**config.mk**
```make
export PLATFORM = sky130hd
export DESIGN_NAME = fifo_wr_arbiter
export DESIGN_NICKNAME = d
export VERILOG_FILES = /design/src/rtl/fifo_wr_arbiter_pkg.sv /design/src/rtl/fifo_wr_arbiter_rr_arb3.sv /design/src/rtl/fifo_wr_arbiter.sv
export SDC_FILE = /design/constraint.sdc
export NUM_CORES = 1
export LEC_CHECK = 0
export ABC_CLOCK_PERIOD_IN_PS = 2300
export CAP_MARGIN = 20
export CORE_ASPECT_RATIO = 1.2
export CORE_UTILIZATION = 45
export DETAILED_ROUTE_END_ITERATION = 6
export GPL_ROUTABILITY_DRIVEN = 1
export GPL_TIMING_DRIVEN = 0
export HOLD_SLACK_MARGIN = 0.06
export PLACE_DENSITY = 0.67
export SYNTH_ARGS = -nofsm -noshare
export SYNTH_HDL_FRONTEND = slang
export SYNTH_SLANG_ARGS = --single-unit
```
**constraint.sdc**
```tcl
create_clock -name i_clk -period 2.3 [get_ports i_clk]
set_input_delay 0.46 -clock i_clk [delete_from_list [all_inputs] [get_ports i_clk]]
set_output_delay 0.46 -clock i_clk [all_outputs]
set_load 0.02 [all_outputs]
```
**src/rtl/fifo_wr_arbiter_pkg.sv**
```systemverilog
// Shared types for the FIFO write arbiter: FSM states and source identifiers.
package myPkg;

    typedef enum logic [1:0] {
        IDLE,
        SEND,
        SEND_HI
    } arb_state_t;

    typedef enum logic [1:0] {
        SRC_ALU,
        SRC_RD,
        SRC_STS
    } src_t;

    localparam int unsigned NUM_SRC = 3;

endpackage

```
**src/rtl/fifo_wr_arbiter_rr_arb3.sv**
```systemverilog
// Three-way round-robin arbiter: the search starts at the pointer and wraps upward;
// once a grant is taken, the pointer moves to the source after the winner.
module rr_arb3 (
    input  logic       clk_i,
    input  logic       rst_ni,
    input  logic [2:0] req_i,
    input  logic       take_i,
    output logic [2:0] gnt_o
);

    logic [1:0] ptr_q, ptr_d;

    always_comb begin
        unique case (ptr_q)
            2'd1:    gnt_o = req_i[1] ? 3'b010 : req_i[2] ? 3'b100 : req_i[0] ? 3'b001 : 3'b000;
            2'd2:    gnt_o = req_i[2] ? 3'b100 : req_i[0] ? 3'b001 : req_i[1] ? 3'b010 : 3'b000;
            default: gnt_o = req_i[0] ? 3'b001 : req_i[1] ? 3'b010 : req_i[2] ? 3'b100 : 3'b000;
        endcase
    end

    always_comb begin
        ptr_d = ptr_q;
        if (take_i) begin
            if (gnt_o[0]) begin
                ptr_d = 2'd1;
            end else if (gnt_o[1]) begin
                ptr_d = 2'd2;
            end else if (gnt_o[2]) begin
                ptr_d = 2'd0;
            end
        end
    end

    always_ff @(posedge clk_i or negedge rst_ni) begin
        if (!rst_ni) begin
            ptr_q <= 2'd0;
        end else begin
            ptr_q <= ptr_d;
        end
    end

endmodule

```
**src/rtl/fifo_wr_arbiter.sv**
```systemverilog
// Merges ALU results (two bytes), register reads and status bytes into one FIFO write port.
// Each source has a single holding slot; the ALU pair is always written back to back.
module fifo_wr_arbiter
    import myPkg::*;
#(
    parameter int unsigned DATA_WIDTH    = 8,
    parameter int unsigned ALU_OUT_WIDTH = 16
) (
    input  logic                     i_clk,
    input  logic                     i_reset,
    input  logic [ALU_OUT_WIDTH-1:0] i_alu_out,
    input  logic                     i_alu_valid,
    input  logic [DATA_WIDTH-1:0]    i_rd_data,
    input  logic                     i_rd_valid,
    input  logic [DATA_WIDTH-1:0]    i_sts_data,
    input  logic                     i_sts_valid,
    input  logic                     i_fifo_full,
    output logic                     o_fifo_wr_en,
    output logic [DATA_WIDTH-1:0]    o_fifo_wr_data,
    output logic                     o_busy,
    output logic                     o_drop
);

    arb_state_t               state_q, state_d;
    logic [NUM_SRC-1:0]       pend_q, pend_d;
    logic [ALU_OUT_WIDTH-1:0] alu_slot_q, alu_slot_d;
    logic [DATA_WIDTH-1:0]    rd_slot_q, rd_slot_d;
    logic [DATA_WIDTH-1:0]    sts_slot_q, sts_slot_d;
    logic [DATA_WIDTH-1:0]    hi_q, hi_d;
    logic [DATA_WIDTH-1:0]    wr_data_q, wr_data_d;
    logic                     cur_alu_q, cur_alu_d;
    logic                     drop_q, drop_d;

    logic                     take;
    logic                     granted;
    logic [NUM_SRC-1:0]       gnt;
    logic [NUM_SRC-1:0]       gnt_mask;
    logic [NUM_SRC-1:0]       valid;

    rr_arb3 u_rr_arb3 (
        .clk_i  (i_clk),
        .rst_ni (i_reset),
        .req_i  (pend_q),
        .take_i (take),
        .gnt_o  (gnt)
    );

    assign o_fifo_wr_en   = (state_q != IDLE) && !i_fifo_full;
    assign o_fifo_wr_data = wr_data_q;
    assign o_busy         = (state_q != IDLE) || (|pend_q);
    assign o_drop         = drop_q;

    assign granted  = take && (|pend_q);
    assign gnt_mask = granted ? gnt : '0;
    assign valid    = {i_sts_valid, i_rd_valid, i_alu_valid};

    always_comb begin
        state_d   = state_q;
        wr_data_d = wr_data_q;
        hi_d      = hi_q;
        cur_alu_d = cur_alu_q;
        take      = 1'b0;
        unique case (state_q)
            IDLE: begin
                take = 1'b1;
            end
            SEND: begin
                if (o_fifo_wr_en) begin
                    if (cur_alu_q) begin
                        state_d   = SEND_HI;
                        wr_data_d = hi_q;
                    end else begin
                        take    = 1'b1;
                        state_d = IDLE;
                    end
                end
            end
            SEND_HI: begin
                if (o_fifo_wr_en) begin
                    take    = 1'b1;
                    state_d = IDLE;
                end
            end
            default: state_d = IDLE;
        endcase
        // A fresh grant overrides the fall-back to IDLE chosen above.
        if (granted) begin
            state_d   = SEND;
            cur_alu_d = gnt[SRC_ALU];
            if (gnt[SRC_ALU]) begin
                wr_data_d = alu_slot_q[DATA_WIDTH-1:0];
                hi_d      = alu_slot_q[2*DATA_WIDTH-1:DATA_WIDTH];
            end else if (gnt[SRC_RD]) begin
                wr_data_d = rd_slot_q;
            end else begin
                wr_data_d = sts_slot_q;
            end
        end
    end

    // A slot still pending after this edge's grant cannot accept a new valid.
    always_comb begin
        pend_d     = pend_q & ~gnt_mask;
        alu_slot_d = alu_slot_q;
        rd_slot_d  = rd_slot_q;
        sts_slot_d = sts_slot_q;
        drop_d     = 1'b0;
        if (valid[SRC_ALU]) begin
            if (pend_d[SRC_ALU]) begin
                drop_d = 1'b1;
            end else begin
                pend_d[SRC_ALU] = 1'b1;
                alu_slot_d      = i_alu_out;
            end
        end
        if (valid[SRC_RD]) begin
            if (pend_d[SRC_RD]) begin
                drop_d = 1'b1;
            end else begin
                pend_d[SRC_RD] = 1'b1;
                rd_slot_d      = i_rd_data;
            end
        end
        if (valid[SRC_STS]) begin
            if (pend_d[SRC_STS]) begin
                drop_d = 1'b1;
            end else begin
                pend_d[SRC_STS] = 1'b1;
                sts_slot_d      = i_sts_data;
            end
        end
    end

    always_ff @(posedge i_clk or negedge i_reset) begin
        if (!i_reset) begin
            state_q    <= IDLE;
            pend_q     <= '0;
            alu_slot_q <= '0;
            rd_slot_q  <= '0;
            sts_slot_q <= '0;
            hi_q       <= '0;
            wr_data_q  <= '0;
            cur_alu_q  <= 1'b0;
            drop_q     <= 1'b0;
        end else begin
            state_q    <= state_d;
            pend_q     <= pend_d;
            alu_slot_q <= alu_slot_d;
            rd_slot_q  <= rd_slot_d;
            sts_slot_q <= sts_slot_d;
            hi_q       <= hi_d;
            wr_data_q  <= wr_data_d;
            cur_alu_q  <= cur_alu_d;
            drop_q     <= drop_d;
        end
    end

endmodule

```
== Yosys cells after proc, flatten, opt, wreduce, memory -nomap -nowiden ==
Index checks and enable logic that the tools add are counted.
Storage, ports and cells
  flip-flop bits (word level): 57
  bits of input ports: 38
  output and inout bits: 11
  logic and storage cells: 78
Operators by class
  eq/ne operators: 7
  multiplexer cells: 38
  bitwise operators: 5
  reduce and logical (&&, ||, !) cells: 18
Operator list (count)
  $mux W8: 6
  $mux W3: 8
  $mux W2: 8
  $mux W1: 13
  $reduce_and A2 Y1: 5
  $reduce_bool A2 Y1: 4
  $ne A3 B3 Y1 const B: 2
  $pmux W2 S3: 1
  $pmux W3 S2: 1
  $reduce_and A3 Y1: 2
  $eq A2 B1 Y1 const B: 2
  $eq A2 B2 Y1 const B: 2
  $and A3 B3 Y3: 1
  $not A1 Y1: 3
  $not A3 Y3: 1
  $pmux W1 S3: 1
  $reduce_bool A3 Y1: 1
  $reduce_or A3 Y1: 1
  $logic_and A1 B1 Y1: 2
  $logic_not A2 Y1: 1
  $ne A2 B2 Y1 const B: 1
  $logic_not A1 Y1: 1
  $logic_or A1 B1 Y1: 1

== Logic depth before layout (Yosys ltp) ==
  word-level depth: 14
  depth in mapped cells: 8
  gate-level depth less buffers: 7

== Cells and area by module ==
From an unflattened synthesis, not the netlist that was laid out.
Unflattened totals
  cell total of the unflattened synthesis: 200
  area total of the unflattened synthesis: 2585.0 µm²
Modules (own cells, without submodules)
  fifo_wr_arbiter: instances 1, cells each 171, area an instance 2364.8 µm², sequential area each 1376.3 µm²
  rr_arb3: instances 1, cells each 29, area an instance 220.2 µm², sequential area each 50.0 µm²

== Worst setup path after synthesis ==
OpenSTA, ideal clock, no wires.
  path kind: register to register
  from: register u_rr_arb3.ptr_q[0]
  to: register sts_slot_q[0]
  setup time: 0.128 ns
  arrival time: 1.832 ns
  data required time: 2.172 ns
  setup slack: 0.341 ns
  cell stages (with the launch flop): 8
  path buffers: 0
  period minus slack after synthesis: 1.959 ns
  path through: dfrtp_1 -> inv_1 -> ha_1 -> nand2b_1 -> a21oi_1 -> o22ai_2 -> a21boi_4 -> mux2_1
Between the ends
  longest elaborated chain between the ends: 7
  elaborated cells on any way between the ends: 8
  those cells by class: eq/ne (2); mux (2); bitwise (3); reduce/logical (1)
Ends and longest elaborated chain
  start: declaration: line fifo_wr_arbiter_rr_arb3.sv:11  | logic [1:0] ptr_q, ptr_d;
  start signal: assignment: line fifo_wr_arbiter_rr_arb3.sv:38  | ptr_q <= ptr_d;
  $eq A2 B2 Y1 / $eq A2 B1 Y1 (equally long branches): line fifo_wr_arbiter_rr_arb3.sv:14  | unique case (ptr_q)
  $pmux W3 S2 *: line fifo_wr_arbiter_rr_arb3.sv:14
  $mux W3 *: line fifo_wr_arbiter.sv:54  | assign gnt_mask = granted ? gnt : '0;
  $not A3 Y3 *: line fifo_wr_arbiter.sv:103  | pend_d = pend_q & ~gnt_mask;
  $and A3 B3 Y3 *: line fifo_wr_arbiter.sv:103
  $not A1 Y1 (no source line) *
  $reduce_and A2 Y1 (no source line) *
  end signal: assignment: line fifo_wr_arbiter.sv:150  | sts_slot_q <= sts_slot_d;
  end: declaration: line fifo_wr_arbiter.sv:28  | logic [DATA_WIDTH-1:0] sts_slot_q, sts_slot_d;
Mark *: on every way between the ends. The rest lies on a longest branch, timed or not.
A chain may end at the register's enable or synchronous reset.

== Final worst setup path ==
  from: input i_fifo_full
  to: output o_fifo_wr_en
Between the ends
  longest elaborated chain between the ends: 2
Ends and longest elaborated chain
  start: declaration: line fifo_wr_arbiter.sv:17  | input logic i_fifo_full,
  $logic_not A1 Y1: line fifo_wr_arbiter.sv:48  | assign o_fifo_wr_en = (state_q != IDLE) && !i_fifo_full;
  $logic_and A1 B1 Y1: line fifo_wr_arbiter.sv:48
  end: declaration: line fifo_wr_arbiter.sv:18  | output logic o_fifo_wr_en,
Every way passes these cells.

==> metrics.md <==
| Metric | Value |
|---|---|
| Status | finished, final reports clean |
| CTS root buf | clkbuf_8 |
| Core area | 5670 µm² |
| Sw frac | 37.1% |
| TNS Setup | 0 ps |
| Fin nets | 303 |
| Final Hold Fails | 0 |
| Area of the multi-input gates | 1190 µm² |
| Syn nets | 243 |
| FF+latch area | roughly 1400 µm² |
| Top delay family on crit path | buffers and inverters |
| Post-Syn Area | between 2000 and 3000 µm² |
| Total GRT Usage | 19.7% |
| Avg Synthesized Cell Area | 13.0 µm² |
| Hold WC Path Type | input pin to asynchronous set/reset pin |
| Sequential Power Share | about a third |
| Final Cycle Share | ~97% |
| Startpoint Class | input pin |
| Unrepaired setup endpoints after global routing | true |
| Critical Path Fanout Max | 7 |
| Final Setup Violations | 0 |
| Wl on met1 | 2300 µm |
| Via density | 5.25 |
| Clk slew on worst S/H paths | around 60 ps |
| Worst Clk Skew | 5.79 ps |
| Skew-Pair Late Insertion Delay | 340 ps |
| Crit path DAT | approximately 1800 ps |
| Finished Core Util | roughly 60% |
| Share of layout cells above drive strength 1 | about a quarter |
| Post-route total power | 0.00520 W |
| Worst-path cell chain | clkdlybuf4s50_1 > nor2_1 > clkdlybuf4s50_1 |
| Final min period | 2230 ps |
| Filler Cells Inserted | between 400 and 500 |
| Setup Crit Path Kind | input pin to output port |
| HPWL after DPL | about 3800 µm |
| Yosys reg bits | 57 |
| Comb pwr share | 49.1% |
| GRT overflow | 0 |
| Slew headroom | 57.9% |
| Initial Utilization | between 40% and 50% |
| I/O Pins | 49 |
| PnR worst setup slack | 71.3 ps |
| GPL Wtd Cong | 0.820 |
| DRC | 0 |
| Met3 wire len | 227 µm |
| VDD IR max | about 660 µV |
| Cell Int Power | 0.00327 W |
| Routed wire length on met2 | 2690 µm |
| Die area | 6180 µm² |
| Unique masters post-synth | 38 |
| First-pass GRT wire length | just under 9000 µm |
| Register area share after synthesis | between 50% and 60% |
| Critical Path RT | 1840 ps |
| DRT Pass-1 Iters | 4 |
| Rows | 30 |
| Total number of vias | roughly 1800 |
| DR iter-0 viols | 98 |
| Pin count of the biggest net entering global routing | 32 |
| WL final | 5340 µm |
| Bufs and invs on worst path | 2 |
| Max incr delay on CP | 600 ps |
| Initial antenna violation count | 0 |
| Die X | 71.9 µm |
| Switching pwr | 0.00193 W |
| Pwr dens | approximately 1500 nW/µm² |
| Clock power share | 16.0% |
| H-Tree Depth | 3 |
| Drt wl/cell | 15.3 µm |
| Pre-CTS setup slack | -265 ps |
| Total CTS buffers | 9 |
| Worst-Margin Slew | 632 ps |
| Critical path's slowest cell | clkdlybuf4s50_1 |
| Number of global-route vias before repair | 1867 |
| Max frequency | 449 MHz |
| Worst-case clock buffer depth | 2 |
| Ys Warns | 0 |
| DR top layer | met4 |
| # port buffers | 48 |
| Max-Cap Viols | 0 |
| Crit path top cell by count | clkdlybuf4s50_1 |
| Static Leak | 1.45 nW |
| Area growth syn-to-layout | 30.6% |
| Antenna-violating nets left | 0 |
| CTS tree | built |
| CTS sink cnt | 57 |
| Final Max Tran Viols | 0 |
| CP Capture Type | output port |
| Die H | 85.9 µm |
| Antenna cells | 0 |
| Synth Instances | just over 200 |
-- flip-flops by register name, indices dropped and copies added, names as in the netlist --
name,flops
alu_slot_q,16
hi_q,8
o_fifo_wr_data,8
rd_slot_q,8
sts_slot_q,8
pend_q,3
state_q,2
u_rr_arb3.ptr_q,2
cur_alu_q,1
o_drop,1
-- metrics by stage --
stage               instances  hold slack, ps  area [µm²]
finish                    348             137        3450
global route              348             187        3450
CTS                       348             158        3420
detailed placement        332             474        3240
global placement          331             468        3220
floorplan                 203             164        2640
-- area by class of cell --
type                       instances  area share (%)
buffer                             6            1.20
clock buffer                      14            4.71
clock inverter                     2           0.363
inverter                           5           0.544
multi-input combinational        135            34.6
sequential                        57            41.3
tap                               80            2.90
timing repair buffer              49            14.4
-- final timing paths --
| check | startpoint | to | slack [ps] | cells past startpoint |
|---|---|---|---|---|
| max | i_fifo_full | o_fifo_wr_en | 70 | 3 |
| min | i_reset | o_drop$_DFF_PN0_ | 140 | 1 |
| max reg2reg | u_rr_arb3.ptr_q[1]$_DFFE_PN0P_ | alu_slot_q[10]$_DFFE_PN0P_ | 150 | 8 |
| min reg2reg | o_fifo_wr_data[5]$_DFFE_PN0P_ | o_fifo_wr_data[5]$_DFFE_PN0P_ | 480 | 2 |
| max in group asynchronous | i_reset | hi_q[6]$_DFFE_PN0P_ | 1580 | 2 |
| min in group i_clk | o_fifo_wr_data[5]$_DFFE_PN0P_ | o_fifo_wr_data[5]$_DFFE_PN0P_ | 480 | 2 |
-- Yosys cell counts --
master / instances / area [µm²]
nor2_2: 1 / 6.26
or2_1: 1 / 6.26
mux2_1: 11 / 124
nor2_1: 6 / 22.5
inv_1: 5 / 18.8
dfrtp_1: 57 / 1430
o21a_1: 2 / 15.0
o22ai_1: 2 / 12.5
a221oi_2: 1 / 15.0
a22o_1: 8 / 70.1
and2_1: 1 / 6.26
nand3_1: 1 / 5.00
nor3_1: 1 / 5.00
mux2_2: 20 / 225
a32oi_1: 1 / 8.76
buf_2: 3 / 15.0
o21ai_0: 16 / 80.1
a21oi_2: 2 / 17.5
a21o_1: 5 / 37.5
o21ai_1: 4 / 20.0
a211oi_1: 8 / 60.1
a21boi_0: 1 / 7.51
a21boi_1: 1 / 7.51
nor3_4: 1 / 16.3
nand3b_1: 2 / 15.0
a21oi_1: 2 / 10.0
buf_6: 2 / 22.5
mux2_4: 10 / 150
o211ai_1: 1 / 7.51
nand2b_1: 2 / 12.5
a21boi_4: 3 / 56.3
nand2_1: 13 / 48.8
ha_1: 2 / 25.0
clkbuf_1: 1 / 3.75
nand2b_4: 1 / 13.8
nor2b_1: 2 / 12.5
o22ai_2: 2 / 25.0
maj3_1: 1 / 10.0
-- metal layers --
layer | vias to the layer above | global-route usage, %
met5 | - | 0
met4 | 0 | 10.2
met3 | 9 | 4.35
met2 | 46 | 32.0
met1 | 909 | 24.6
li1 | 864 | -
-- placed cells by master (no fill, tap or decap), types with 3 or more instances in the layout --
cell             Yosys  routed
a21boi_4             3       3
clkbuf_1             1       4
mux2_4              10      10
a211oi_1             8       6
clkbuf_8             0      11
dfrtp_1             57      57
buf_2                3       4
o21ai_0             16      15
o21ai_1              4       5
nor2_1               6       6
inv_1                5       5
nand2_1             13      13
clkdlybuf4s50_1      0      47
a21o_1               5       5
a22o_1               8       8
mux2_1              11      11
mux2_2              20      20
-- power groups by stage --
| stage | sequential [W] | clock, W | combinational [W] |
|---|---|---|---|
| 5_1_grt | 0.00188 | 0.000897 | 0.00279 |
| 3_5_place_dp | 0.00183 | 0 | 0.00249 |
| 2_1_floorplan | 0.00183 | 0 | 0.00174 |
| 3_3_place_gp | 0.00181 | 0 | 0.00243 |
| 6_report | 0.00181 | 0.000831 | 0.00255 |
| 4_1_cts | 0.00181 | 0.000849 | 0.00251 |
-- cell families after synthesis --
family | count (synthesis) | share of synthesized area, %
buf+inv | 11 | 2.27
compound gates | 59 | 17.1
fa+ha+maj | 3 | 1.33
mux | 41 | 18.9
flops | 57 | 54.0
simple gates | 32 | 6.44
-- timing repair --
action | in CTS | in global routing
gates resized for setup | 2 | 6
hold buffers | 0 | 0
pin swaps | 0 | 2
setup buffers | 0 | 0
endpoints found under the setup margin | 1 | 15
(Power assumes the default switching activity.)
